## config.mk

```make
export PLATFORM = sky130hd
export DESIGN_NAME = ysyx_220053_ifetch_flat
export DESIGN_NICKNAME = d
export VERILOG_FILES = /design/src/rtl/ysyx_220053_ifetch_if.sv /design/src/rtl/ysyx_220053_ifetch.sv /design/src/flat_wrapper.sv
export SDC_FILE = /design/constraint.sdc
export NUM_CORES = 1
export LEC_CHECK = 0
export ABC_AREA = 1
export BUFFER_PORTS_ARGS = -buffer_cell sky130_fd_sc_hd__buf_4
export CAP_MARGIN = 10
export CORE_ASPECT_RATIO = 0.7
export CORE_UTILIZATION = 45
export CTS_BUF_LIST = sky130_fd_sc_hd__clkbuf_16
export DETAILED_ROUTE_END_ITERATION = 8
export PLACE_DENSITY = 0.79
export SLEW_MARGIN = 40
export SYNTH_ARGS = -nofsm -noshare
export SYNTH_HDL_FRONTEND = slang
export SYNTH_SLANG_ARGS = --single-unit
```

## constraint.sdc

```tcl
create_clock -name clk -period 2.8 [get_ports clk]
set_input_delay 0 -clock clk [delete_from_list [all_inputs] [get_ports clk]]
set_output_delay 0 -clock clk [all_outputs]
set_load 0.01 [all_outputs]
```

## src/rtl/ysyx_220053_ifetch_if.sv

```systemverilog
// ysyx_220053_ifetch_if
// Bus bundle between the fetch sequencer, instruction memory and decode.
//   mem_req_*  : read request, valid/ready, 8-byte aligned address
//   mem_rsp_*  : read response, valid only (memory side never stalls)
//   inst_*     : instruction hand-off to decode, valid/ready
//   fetch_done : pulse telling the PC register to advance
// master = fetch sequencer view, slave = memory/decode view.
interface ysyx_220053_ifetch_if;
  logic        mem_req_valid;
  logic        mem_req_ready;
  logic [63:0] mem_req_addr;
  logic        mem_rsp_valid;
  logic [63:0] mem_rsp_data;
  logic        mem_rsp_err;
  logic        inst_valid;
  logic        inst_ready;
  logic [31:0] inst;
  logic [63:0] inst_pc;
  logic        inst_fault;
  logic        fetch_done;

  modport master (
    output mem_req_valid, mem_req_addr,
    input  mem_req_ready,
    input  mem_rsp_valid, mem_rsp_data, mem_rsp_err,
    output inst_valid, inst, inst_pc, inst_fault, fetch_done,
    input  inst_ready
  );

  modport slave (
    input  mem_req_valid, mem_req_addr,
    output mem_req_ready,
    output mem_rsp_valid, mem_rsp_data, mem_rsp_err,
    input  inst_valid, inst, inst_pc, inst_fault, fetch_done,
    output inst_ready
  );
endinterface

```

## src/rtl/ysyx_220053_ifetch.sv

```systemverilog
// ysyx_220053_ifetch
// Instruction-fetch sequencer: one outstanding 8-byte read per instruction,
// selects the 32-bit word addressed by pc[2], hands it to decode and pulses
// fetch_done so the PC register advances.
// Ports:
//   clk, rst : core clock, async active-high reset
//   pc       : current PC, captured on every entry to REQ
//   flush    : redirect; in-flight work is discarded
//   bus      : memory request/response and decode hand-off (master modport)
//
// state | meaning
// IDLE  | after reset; loads pc on the next edge
// REQ   | issuing read for req_pc (or detecting misalignment)
// WAIT  | request accepted, waiting for the response
// HOLD  | instruction (or fault) presented to decode
module ysyx_220053_ifetch (
  input  logic                        clk,
  input  logic                        rst,
  input  logic [63:0]                 pc,
  input  logic                        flush,
  ysyx_220053_ifetch_if.master        bus
);

  typedef enum logic [1:0] {
    IDLE = 2'd0,
    REQ  = 2'd1,
    WAIT = 2'd2,
    HOLD = 2'd3
  } state_t;

  state_t      state, state_d;
  logic [63:0] req_pc, req_pc_d;
  logic        drop, drop_d;
  logic [31:0] inst_q, inst_q_d;
  logic        fault_q, fault_q_d;

  logic        misaligned;
  logic [31:0] rsp_word;

  assign misaligned = (req_pc[1:0] != 2'b00);
  assign rsp_word   = req_pc[2] ? bus.mem_rsp_data[63:32] : bus.mem_rsp_data[31:0];

  always_ff @(posedge clk or posedge rst) begin
    if (rst) begin
      state   <= IDLE;
      req_pc  <= 64'd0;
      drop    <= 1'b0;
      inst_q  <= 32'd0;
      fault_q <= 1'b0;
    end else begin
      state   <= state_d;
      req_pc  <= req_pc_d;
      drop    <= drop_d;
      inst_q  <= inst_q_d;
      fault_q <= fault_q_d;
    end
  end

  always_comb begin
    state_d           = state;
    req_pc_d          = req_pc;
    drop_d            = drop;
    inst_q_d          = inst_q;
    fault_q_d         = fault_q;
    bus.mem_req_valid = 1'b0;
    bus.mem_req_addr  = 64'd0;
    bus.inst_valid    = 1'b0;
    bus.inst          = 32'd0;
    bus.inst_pc       = 64'd0;
    bus.inst_fault    = 1'b0;
    bus.fetch_done    = 1'b0;

    case (state)
      IDLE: begin
        state_d  = REQ;
        req_pc_d = pc;
      end

      REQ: begin
        if (misaligned) begin
          // No memory traffic was issued, so a flush can simply re-sample pc.
          if (flush) begin
            req_pc_d = pc;
          end else begin
            state_d   = HOLD;
            fault_q_d = 1'b1;
            inst_q_d  = 32'd0;
          end
        end else begin
          // Once raised, the request is never retracted; a flush only marks
          // the eventual response for discard.
          bus.mem_req_valid = 1'b1;
          bus.mem_req_addr  = {req_pc[63:3], 3'b000};
          if (flush) drop_d = 1'b1;
          if (bus.mem_req_ready) state_d = WAIT;
        end
      end

      WAIT: begin
        if (bus.mem_rsp_valid) begin
          if (drop || flush) begin
            state_d  = REQ;
            drop_d   = 1'b0;
            req_pc_d = pc;
          end else begin
            state_d   = HOLD;
            fault_q_d = bus.mem_rsp_err;
            inst_q_d  = bus.mem_rsp_err ? 32'd0 : rsp_word;
          end
        end else if (flush) begin
          drop_d = 1'b1;
        end
      end

      HOLD: begin
        bus.inst_valid = 1'b1;
        bus.inst       = inst_q;
        bus.inst_pc    = req_pc;
        bus.inst_fault = fault_q;
        // Flush wins over acceptance: the PC register already holds the
        // redirect target, so it must not be advanced.
        if (flush) begin
          state_d  = REQ;
          req_pc_d = pc;
        end else if (bus.inst_ready) begin
          bus.fetch_done = 1'b1;
          state_d        = REQ;
          req_pc_d       = pc;
        end
      end

      default: state_d = IDLE;
    endcase
  end

endmodule
```

## src/flat_wrapper.sv

```systemverilog
// flat-port wrapper written by rule: the top's interface ports become plain ports
module ysyx_220053_ifetch_flat 
  (clk, rst, pc, flush, bus_mem_req_valid, bus_mem_req_addr, bus_mem_req_ready, bus_mem_rsp_valid, bus_mem_rsp_data, bus_mem_rsp_err, bus_inst_valid, bus_inst, bus_inst_pc, bus_inst_fault, bus_fetch_done, bus_inst_ready);
  ysyx_220053_ifetch_if bus_i ();
  input  logic clk;
  input  logic rst;
  input  logic [63:0] pc;
  input  logic flush;
  output wire logic [$bits(bus_i.mem_req_valid)-1:0] bus_mem_req_valid;
  output wire logic [$bits(bus_i.mem_req_addr)-1:0] bus_mem_req_addr;
  input wire logic [$bits(bus_i.mem_req_ready)-1:0] bus_mem_req_ready;
  input wire logic [$bits(bus_i.mem_rsp_valid)-1:0] bus_mem_rsp_valid;
  input wire logic [$bits(bus_i.mem_rsp_data)-1:0] bus_mem_rsp_data;
  input wire logic [$bits(bus_i.mem_rsp_err)-1:0] bus_mem_rsp_err;
  output wire logic [$bits(bus_i.inst_valid)-1:0] bus_inst_valid;
  output wire logic [$bits(bus_i.inst)-1:0] bus_inst;
  output wire logic [$bits(bus_i.inst_pc)-1:0] bus_inst_pc;
  output wire logic [$bits(bus_i.inst_fault)-1:0] bus_inst_fault;
  output wire logic [$bits(bus_i.fetch_done)-1:0] bus_fetch_done;
  input wire logic [$bits(bus_i.inst_ready)-1:0] bus_inst_ready;
  assign bus_mem_req_valid = bus_i.mem_req_valid;
  assign bus_mem_req_addr = bus_i.mem_req_addr;
  assign bus_i.mem_req_ready = bus_mem_req_ready;
  assign bus_i.mem_rsp_valid = bus_mem_rsp_valid;
  assign bus_i.mem_rsp_data = bus_mem_rsp_data;
  assign bus_i.mem_rsp_err = bus_mem_rsp_err;
  assign bus_inst_valid = bus_i.inst_valid;
  assign bus_inst = bus_i.inst;
  assign bus_inst_pc = bus_i.inst_pc;
  assign bus_inst_fault = bus_i.inst_fault;
  assign bus_fetch_done = bus_i.fetch_done;
  assign bus_i.inst_ready = bus_inst_ready;
  ysyx_220053_ifetch u_core (.clk(clk), .rst(rst), .pc(pc), .flush(flush), .bus(bus_i));
endmodule
```

==> impl_metrics.tcl <==
set metrics [dict create \
    status "finished, final reports clean" \
    synth_xor_area_share_pct 0 \
    ys_seq_area_share_pct 42.0 \
    synth_top_family_by_area "simple AND/OR/NAND/NOR gates" \
    core_area_um2 12700 \
    path_class "reg2out" \
    numCtsBuffers 9 \
    ff_latch_area_um2 2500 \
    htreeDepth 3 \
    path_cells "inv_1 > ha_1 > inv_2 > buf_4 > nor2_1 > buf_4" \
    leakagePower_nw 5.71 \
    crit_path_end_kind "output pin" \
    crit_required_ps 2800 \
    syn_to_final_growth_pct 54.1 \
    ys_warn_count 0 \
    min_path_type "in2reg" \
    ys_seq_elements 100 \
    relSlewSlack_pct 49.6 \
    peakVddDrop_uv 570 \
    dr.pass1.iters 5 \
    final.setup.tns_ps 0 \
    crit_family "buffers and inverters" \
    cp_num_buf_inv 4 \
    postCtsHoldBufs 67 \
    insertion_delay_ps 340 \
    clock_sinks 100 \
    vias_per_cell 4.84 \
    root_buffer "clkbuf_16" \
    fin_crit_sh_pct 76.0 \
    synth_compound_area_share_pct 3.47 \
    synth_cells 930 \
    grt_pass1_wl_um 31100 \
    clkTransAtPathRegs_ps 70 \
    grt_pass1_vias 6435 \
    final_max_slew_viol_count 0 \
    start_util_pct 47.0 \
    die_w_um 140 \
    cts_tree "done" \
    hold_viol_final 0 \
    drv_cap 0 \
    postRouteAntennaNets 0 \
    cp_max_fo 62 \
    rows 34 \
    path_common_cell "buf_4" \
    synth_area_per_cell_um2 6.40 \
    fin_crit_ps 2130 \
    powerDensity_nw_per_um2 890 \
    port_buffers 295 \
    gp_congestion 0.880 \
    synth_fa_ha_area_share_pct 1.05 \
    tightest_slew_ps 756 \
    holdWs_ps 26.4 \
    synth_area_leaders "dfrtp_1, nand2_1, nand3_1" \
    synth_top_area_share_pct 42.0 \
    grt_use_total_pct 28.2 \
    layout-drive-gt1-share_pct 26.8 \
    cts_setup_buffers 0 \
    rsz0062_at_grt "false" \
    fillers 1008 \
    yosys.area_share.simple_pct 40.7 \
    arrival_ps 2130 \
    crit_path_max_incr_delay_ps 540 \
    synthMuxAreaShare_pct 0 \
    grt_max_degree 100 \
    die_h_um 98.3 \
    yosys.area.top_type "dfrtp_1" \
    dieArea_um2 13700 \
    cp-start-kind "flip-flop" \
    multi_input_area_um2 2720 \
    clk_path_buf_depth 2 \
    finalSetupViolations 0 \
    antenna_cells 0 \
    synthDistinctLibCells 19 \
    grt_overflow 0 \
    io_pins 299 \
    antenna_found_initial 0 \
    finClkSkew_ps 5.99 \
    cts_resized 0 \
    drt_iter0_drc 371 \
    via_count 6868 \
    power_w 0.00817 \
    synth.cell_area_um2 5960 \
    worst_path_max_delay_cell "buf_4" \
    max_freq_mhz 470 \
    nNetsFinal 1393 \
    wire_per_inst_um 13.5 \
    routed_wl_um 19100 \
    dp_hpwl_um 12600 \
    drc_errors 0 \
]
-- registers in the layout (all words and copies together), names as in the netlist --
signal          cells
u_core.fault_q      1
u_core.drop         1
u_core.state        2
u_core.inst_q      32
u_core.req_pc      64
-- cells in the mapped netlist --
| library cell | count |
|---|---|
| buf_6 | 2 |
| buf_4 | 13 |
| buf_2 | 23 |
| clkbuf_1 | 27 |
| ha_1 | 5 |
| nand3_1 | 98 |
| nand2_1 | 438 |
| inv_2 | 4 |
| nor2_1 | 64 |
| conb_1 | 1 |
| a21oi_1 | 35 |
| nor2_2 | 4 |
| nor2_4 | 1 |
| dfrtp_1 | 100 |
| o21ai_0 | 3 |
| inv_1 | 108 |
| o21bai_1 | 1 |
| o21ai_2 | 1 |
| nand2_2 | 2 |
-- worst paths after layout --
kind                                     start                    to  slack (ps)  depth (start not counted)
hold reg to reg               u_core.inst_q[2]      u_core.inst_q[2]         470                          2
min in group asynchronous                  rst     u_core.req_pc[43]         330                          3
hold / removal             bus_mem_rsp_data[2]      u_core.inst_q[2]          30                          5
setup / recovery               u_core.state[1]  bus_mem_req_addr[48]         670                          6
setup reg to reg               u_core.state[0]     u_core.req_pc[41]         810                          8
max in group asynchronous                  rst      u_core.req_pc[4]        1760                          4
-- cells in the final DEF, fill, tap and decap left out --
master	count
nor2_4	2
a21oi_1	35
conb_1	3
buf_12	2
o21ai_2	1
nor2_1	64
ha_4	1
inv_4	1
ha_1	4
nand3_1	98
buf_6	1
nor2_2	3
inv_1	107
dfrtp_1	100
dlygate4sd3_1	67
bufinv_16	2
inv_2	5
clkbuf_16	9
o21bai_1	1
clkinv_1	1
o21ai_0	3
inv_6	2
nand2_2	2
clkinv_2	1
buf_4	305
nand2_1	438
-- tightest hold or removal path: cells and delay by family --
family	cells	cell delay [ps]
and+or+nand+nor	3	170
buffers and inverters	1	100
AOI/OAI and AO/OA	1	50
-- cell families (layout without fill, tap and decap cells) --
family,count (synthesis),after routing
DFF,100,100
AOI/OAI and AO/OA,40,40
buffers and inverters,177,503
adders and majority gates,5,5
and+or+nand+nor,607,607
other,1,3
-- through the flow --
| step | instance area [um2] | instances | utilization (%) | setup WS (ps) |
|---|---|---|---|---|
| 6_report | 9180 | 1420 | 72.4 | 673 |
| 2_1_floorplan | 5960 | 932 | - | 181 |
| 3_3_place_gp | 8190 | 1337 | 64.6 | 905 |
| 3_5_place_dp | 8190 | 1337 | 64.6 | 846 |
| 4_1_cts | 9180 | 1420 | 72.4 | 725 |
| 5_1_grt | 9180 | 1420 | 72.4 | 515 |
-- per-layer routing --
| metal | wire length, um | track usage, % |
|---|---|---|
| met5 | 0 | 0 |
| met4 | 429 | 8.80 |
| met3 | 1280 | 5.98 |
| met2 | 9360 | 50.1 |
| met1 | 8040 | 34.2 |
-- power by group --
| part | internal (W) | total [W] | switching [W] | leakage, nW |
|---|---|---|---|---|
| logic | 0.00154 | 0.00426 | 0.00272 | 4.28 |
| registers | 0.00204 | 0.00258 | 0.000534 | 1.26 |
| clock network | 0.000783 | 0.00133 | 0.000548 | 0.159 |
| total | 0.00436 | 0.00817 | 0.00381 | 5.71 |
-- cell type report --
type	count	area share (%)
Clock buffer	9	2.45
Clock inverter	7	0.982
Inverter	112	4.61
Multi-Input combinational cell	655	29.7
Sequential cell	100	27.3
Tap cell	162	2.21
Timing Repair Buffer	375	32.8
(Power assumes the default switching activity.)
